--- src/rtl/gf_out_pkg.sv ---
// Shared field layout, state encoding and word builders for the GigaFitter output packer.
package gf_out_pkg;

  localparam int HITBITS_SVX = 8;
  localparam int HITBITS_XFT = 13;
  localparam int CHIBITS     = 11;
  localparam int OUTBITS     = 21;
  localparam int CNTBITS     = 16;

  localparam int EP_BIT  = 20;
  localparam int EE_BIT  = 19;
  localparam int IDX_MSB = 18;
  localparam int IDX_LSB = 16;
  localparam int LV_BIT  = 15;

  localparam logic [2:0] IDX_TRAILER = 3'd6;
  localparam logic [2:0] IDX_EE      = 3'd7;

  typedef enum logic [1:0] {
    IDLE = 2'd0,
    SEND = 2'd1,
    EE   = 2'd2
  } state_e;

  function automatic logic [OUTBITS-1:0] hit_word(input logic [2:0] idx, input logic lv,
                                                  input logic [HITBITS_XFT-1:0] hit);
    logic [OUTBITS-1:0] w;
    w = '0;
    w[IDX_MSB:IDX_LSB] = idx;
    w[LV_BIT] = lv;
    w[HITBITS_XFT-1:0] = hit;
    return w;
  endfunction

  function automatic logic [OUTBITS-1:0] trailer_word(input logic [4:0] map,
                                                      input logic [CHIBITS-1:0] chi);
    logic [OUTBITS-1:0] w;
    w = '0;
    w[EP_BIT] = 1'b1;
    w[IDX_MSB:IDX_LSB] = IDX_TRAILER;
    w[15:11] = map;
    w[CHIBITS-1:0] = chi;
    return w;
  endfunction

  function automatic logic [OUTBITS-1:0] ee_word();
    logic [OUTBITS-1:0] w;
    w = '0;
    w[EE_BIT] = 1'b1;
    w[IDX_MSB:IDX_LSB] = IDX_EE;
    return w;
  endfunction

endpackage

--- src/rtl/gf_sat_counter.sv ---
// Saturating up-counter with synchronous clear; holds at all-ones instead of wrapping.
module gf_sat_counter #(
  parameter int WIDTH = 16
) (
  input  logic             clk_i,
  input  logic             rst_ni,
  input  logic             clear_i,
  input  logic             inc_i,
  output logic [WIDTH-1:0] count_o
);

  logic [WIDTH-1:0] cnt_q;

  always_ff @(posedge clk_i or negedge rst_ni) begin
    if (!rst_ni) begin
      cnt_q <= '0;
    end else if (clear_i) begin
      cnt_q <= '0;
    end else if (inc_i && (cnt_q != '1)) begin
      cnt_q <= cnt_q + 1'b1;
    end
  end

  assign count_o = cnt_q;

endmodule

--- src/rtl/hitspy6_track_packer.sv ---
// Packs accepted six-layer tracks into 7-word HOLD-throttled packets and appends end-of-event words.
module hitspy6_track_packer
  import gf_out_pkg::*;
(
  input  logic                   CLOCK,
  input  logic                   RESET_N,
  input  logic [HITBITS_SVX-1:0] hits1,
  input  logic [HITBITS_SVX-1:0] hits2,
  input  logic [HITBITS_SVX-1:0] hits3,
  input  logic [HITBITS_SVX-1:0] hits4,
  input  logic [HITBITS_SVX-1:0] hits5,
  input  logic [HITBITS_XFT-1:0] hits6,
  input  logic [4:0]             HITMAP,
  input  logic                   CHI_DV,
  input  logic                   CHI_PASS,
  input  logic [CHIBITS-1:0]     CHI_VAL,
  input  logic                   EVT_END,
  input  logic                   HOLD,
  output logic [OUTBITS-1:0]     DOUT,
  output logic                   DOUT_DV,
  output logic                   BUSY,
  output logic                   OVERFLOW,
  output logic [CNTBITS-1:0]     NACC,
  output logic [CNTBITS-1:0]     NREJ
);

  localparam int PADW = HITBITS_XFT - HITBITS_SVX;

  state_e                         state_q;
  logic [5:0][HITBITS_XFT-1:0]    sh_q;
  logic [4:0]                     map_q;
  logic [CHIBITS-1:0]             chi_q;
  logic [2:0]                     idx_q;
  logic [OUTBITS-1:0]             dout_q;
  logic                           dv_q;
  logic                           busy_q;
  logic                           ovf_q;
  logic                           ee_pend_q;

  logic                           xfer;
  logic                           acc_d;
  logic                           rej_d;
  logic [2:0]                     idx_d;
  logic [OUTBITS-1:0]             word_d;

  assign xfer  = dv_q & ~HOLD;
  assign acc_d = CHI_DV & CHI_PASS & (state_q == IDLE);
  assign rej_d = CHI_DV & ~CHI_PASS;

  // Next word of the packet, always built from the shadow copy so upstream updates cannot leak in.
  always_comb begin
    idx_d  = idx_q + 3'd1;
    word_d = '0;
    if (idx_d == IDX_TRAILER) begin
      word_d = trailer_word(map_q, chi_q);
    end else if (idx_d == 3'd5) begin
      word_d = hit_word(idx_d, 1'b1, sh_q[5]);
    end else begin
      word_d = hit_word(idx_d, map_q[idx_d], sh_q[idx_d]);
    end
  end

  always_ff @(posedge CLOCK or negedge RESET_N) begin
    if (!RESET_N) begin
      state_q   <= IDLE;
      sh_q      <= '0;
      map_q     <= '0;
      chi_q     <= '0;
      idx_q     <= '0;
      dout_q    <= '0;
      dv_q      <= 1'b0;
      busy_q    <= 1'b0;
      ovf_q     <= 1'b0;
      ee_pend_q <= 1'b0;
    end else begin
      if (CHI_DV && CHI_PASS && (state_q != IDLE)) ovf_q <= 1'b1;
      case (state_q)
        IDLE: begin
          if (CHI_DV && CHI_PASS) begin
            sh_q   <= {hits6, {PADW{1'b0}}, hits5, {PADW{1'b0}}, hits4,
                       {PADW{1'b0}}, hits3, {PADW{1'b0}}, hits2, {PADW{1'b0}}, hits1};
            map_q  <= HITMAP;
            chi_q  <= CHI_VAL;
            idx_q  <= 3'd0;
            dout_q <= hit_word(3'd0, HITMAP[0], {{PADW{1'b0}}, hits1});
            dv_q   <= 1'b1;
            busy_q <= 1'b1;
            state_q <= SEND;
            if (EVT_END) ee_pend_q <= 1'b1;
          end else if (EVT_END || ee_pend_q) begin
            dout_q    <= ee_word();
            dv_q      <= 1'b1;
            busy_q    <= 1'b1;
            ee_pend_q <= 1'b1;
            state_q   <= EE;
          end
        end
        SEND: begin
          if (EVT_END) ee_pend_q <= 1'b1;
          if (xfer) begin
            if (idx_q == IDX_TRAILER) begin
              if (ee_pend_q || EVT_END) begin
                dout_q  <= ee_word();
                state_q <= EE;
              end else begin
                dout_q  <= '0;
                dv_q    <= 1'b0;
                busy_q  <= 1'b0;
                state_q <= IDLE;
              end
            end else begin
              idx_q  <= idx_d;
              dout_q <= word_d;
            end
          end
        end
        EE: begin
          // Strobes arriving while the EE word waits merge into it.
          if (xfer) begin
            ee_pend_q <= 1'b0;
            dout_q    <= '0;
            dv_q      <= 1'b0;
            busy_q    <= 1'b0;
            state_q   <= IDLE;
          end
        end
        default: state_q <= IDLE;
      endcase
    end
  end

  gf_sat_counter #(.WIDTH(CNTBITS)) u_nacc (
    .clk_i  (CLOCK),
    .rst_ni (RESET_N),
    .clear_i(1'b0),
    .inc_i  (acc_d),
    .count_o(NACC)
  );

  gf_sat_counter #(.WIDTH(CNTBITS)) u_nrej (
    .clk_i  (CLOCK),
    .rst_ni (RESET_N),
    .clear_i(1'b0),
    .inc_i  (rej_d),
    .count_o(NREJ)
  );

  assign DOUT     = dout_q;
  assign DOUT_DV  = dv_q;
  assign BUSY     = busy_q;
  assign OVERFLOW = ovf_q;

endmodule

--- config.mk ---
export PLATFORM = sky130hd
export DESIGN_NAME = hitspy6_track_packer
export DESIGN_NICKNAME = d
export VERILOG_FILES = /design/src/rtl/gf_out_pkg.sv /design/src/rtl/gf_sat_counter.sv /design/src/rtl/hitspy6_track_packer.sv
export SDC_FILE = /design/constraint.sdc
export NUM_CORES = 1
export LEC_CHECK = 0
export CORE_MARGIN = 8
export CORE_UTILIZATION = 40
export CTS_CLUSTER_DIAMETER = 120
export DETAILED_ROUTE_END_ITERATION = 8
export SYNTH_ARGS = -nofsm -noshare
export SYNTH_HDL_FRONTEND = slang
export SYNTH_SLANG_ARGS = --single-unit
--- constraint.sdc ---
create_clock -name CLOCK -period 2.55 [get_ports CLOCK]
set_input_delay 0.3825 -clock CLOCK [delete_from_list [all_inputs] [get_ports CLOCK]]
set_output_delay 0.3825 -clock CLOCK [all_outputs]
set_load 0.03 [all_outputs]
==> impl_metrics.env <==
export IMPL_die_area_sq_mm=0.02025
export IMPL_drv_cap=0
export IMPL_synth_edf_count=0
export IMPL_async_reset_ff_share_pct=100.0
export IMPL_viasPerCell=5.100
export IMPL_fin_hold_ws_ns=0.4247
export IMPL_grt_pass1_vias=5440
export IMPL_synth_cell_area_sq_mm=0.006382
export IMPL_worst_path_max_fanout=13
export IMPL_tightest_slew_ns=0.7574
export IMPL_timing_setup_tns_ns=0
export IMPL_syn_inst=668
export IMPL_slew_violations=0
export IMPL_row_count=46
export IMPL_synth_ff_type="dfrtp_1"
export IMPL_synth_fp_nets=753
export IMPL_setup_ws_ns=0.3916
export IMPL_ant_nets=0
export IMPL_cts_sinks=130
export IMPL_diodes=0
export IMPL_pin_count=131
export IMPL_p_per_area_mw_per_mm2=1034
export IMPL_end_kind="flip-flop"
export IMPL_hold_violations=0
export IMPL_drc_errors=0
export IMPL_final_layout_size_suffix_gt1_share_pct=8.540
export IMPL_status="finished clean"
export IMPL_fin_crit_ns=2.158
export IMPL_synth_fa_ha_area_share_pct=1.960
export IMPL_cts_max_level=4
export IMPL_initialDrtViolationCount=269
export IMPL_rsz0062_at_grt="false"
export IMPL_critPathLaunchType="flip-flop"
export IMPL_cts_path_max_buffers=2
export IMPL_setup_viol=0
export IMPL_grt_max_degree=71
export IMPL_clock_skew_ns=0.009983
export IMPL_via_count=5222
export IMPL_post_route_period_util_pct=84.64
export IMPL_place_ws_ns=0.2417
export IMPL_worstSkewPairLatency_ns=0.41
export IMPL_gp_congestion=0.8134
export IMPL_slew_headroom_pct=49.32
export IMPL_grt_util_all_layers_pct=17.07
export IMPL_core_sq_mm=0.01571
export IMPL_clk_pin_slew_worst_paths_ns=0.06
export IMPL_drt_wl_total_microns=16700
export IMPL_synth_common_cells="nand2_1 (242), dfrtp_1 (130), nor2_1 (21)"
export IMPL_critical_path_class="reg -> reg"
export IMPL_cts_tree="done"
export IMPL_hpwl_microns=12180
export IMPL_yosysWarnings=0
export IMPL_wl_per_cell_microns=16.31
export IMPL_synth_top_cell_area_share_pct=50.97
export IMPL_cp_required_ns=2.89
export IMPL_first_pass_iters=5
export IMPL_synth_area_top_cells="dfrtp_1 (51%), nand2_1 (14%), mux4_2 (3.2%)"
export IMPL_grt_ovfl_total=0
export IMPL_cts_buffers_inserted=17
export IMPL_leakagePower_nw=3.908
export IMPL_antenna_found_initial=0
export IMPL_final_net_count=881
export IMPL_die_h_microns=142.3
export IMPL_yosys_area_top_type="dfrtp_1"
export IMPL_synth_cell_types=60
export IMPL_synth_compound_area_share_pct=11.94
export IMPL_arrival_ns=2.50
export IMPL_synth_top_family_by_area="simple AND/OR/NAND/NOR gates"
export IMPL_area_delta_synth_final_pct=33.17
export IMPL_io_buffers=130
export IMPL_synth_avg_cell_area_sq_um=9.554
export IMPL_hold_path_class="in -> async"
export IMPL_cts_setup_buffers=0
export IMPL_ys_seq_area_share_pct=50.97
export IMPL_start_util_pct=40.62
export IMPL_grt_pass1_wl_microns=27660
export IMPL_ir_drop_uv=544.7
export IMPL_dieWidth_microns=142.3
export IMPL_yosys_area_share_simple_pct=23.94
export IMPL_ys_ff_latch=130
export IMPL_synthXorXnorAreaFrac_pct=3.686
export IMPL_max_freq_mhz=463.3
export IMPL_synth_mux_area_share_pct=4.195
export IMPL_post_synth_top_count_cell="nand2_1"
export IMPL_root_buffer="clkbuf_16"
metrics by stage:
| stage | area (sq um) | util, % | power [mW] | std cells |
|---|---|---|---|---|
| floorplan | 6382 | - | 5.366 | 668 |
| global placement | 7930 | 50.47 | 6.469 | 992 |
| detailed placement | 7930 | 50.47 | 6.556 | 992 |
| CTS | 8499 | 54.09 | 8.868 | 1024 |
| global route | 8499 | 54.09 | 9.374 | 1024 |
| finish | 8499 | 54.09 | 8.790 | 1024 |
critical path, cell delays in order, from the launching register on:
cell      delay, ns
dfrtp_1        0.38
inv_1          0.09
ha_1           0.45
buf_12         0.23
nor4bb_1       0.39
a211oi_1       0.10
o31ai_1        0.26
a221o_1        0.18
where the power goes:
group	total, mW	switching (mW)	internal, mW
clock network	2.29	0.831	1.46
logic	3.17	1.76	1.41
registers	3.33	0.535	2.80
total	8.79	3.13	5.66
metal layers:
| metal | wire (microns) | share of wire [%] | vias to the layer above | track usage [%] |
|---|---|---|---|---|
| met5 | 0 | 0 | - | 0 |
| met4 | 153 | 0.92 | 0 | 5.481 |
| met3 | 853 | 5.1 | 8 | 4.495 |
| li1 | - | - | 2557 | - |
| met1 | 7561 | 45 | 2549 | 22.19 |
| met2 | 8136 | 49 | 108 | 27.21 |
path summary, 6_finish.rpt:
path	slack (ns)	depth (start not counted)	startpoint	endpoint
worst max-delay path	0.39	7	idx_q[1]	DOUT[2]
worst min-delay path	0.42	2	RESET_N	sh_q[30]
max in group asynchronous	1.41	3	RESET_N	sh_q[2]
worst min register to register	0.47	2	sh_q[57]	sh_q[57]
min in group CLOCK	0.47	2	sh_q[57]	sh_q[57]
worst max register to register	0.39	7	idx_q[1]	DOUT[2]
layout make-up:
type / count / area (sq um)
fillers: 1420 / 7213
flip-flops and latches: 130 / 3253
clock buffers: 26 / 509.2
clock inverters: 5 / 50.05
inverters: 8 / 30.03
multi-input cells: 493 / 2924
well taps: 216 / 270.3
repair buffers: 146 / 1463
layout by cell type (no fill, tap or decap), types with 12 or more instances in the layout:
master,count
xnor2_1,17
dfrtp_1,130
nand2_1,242
and3_1,14
clkbuf_16,17
a21oi_1,13
nand3_1,13
clkdlybuf4s50_1,129
nand4_1,16
nor2_1,21
buf_4,12
timing repair:
item,CTS,global route
hold buffers,1,0
resized for setup,0,0
endpoints found under the hold margin,34,0
cells by family after synthesis:
kind of cell / after synthesis
compound gates: 101
xor+xnor: 26
fa+ha+maj: 10
buf+inv: 45
flops: 130
mux: 15
simple gates: 341
flip-flops by register name, indices dropped and copies added (netlist names):
signal / count
sh_q: 53
DOUT: 21
u_nacc.count_o: 16
u_nrej.count_o: 16
chi_q: 11
map_q: 5
idx_q: 3
state_q: 2
BUSY: 1
OVERFLOW: 1
ee_pend_q: 1
Power figures use the tool's default switching activity.
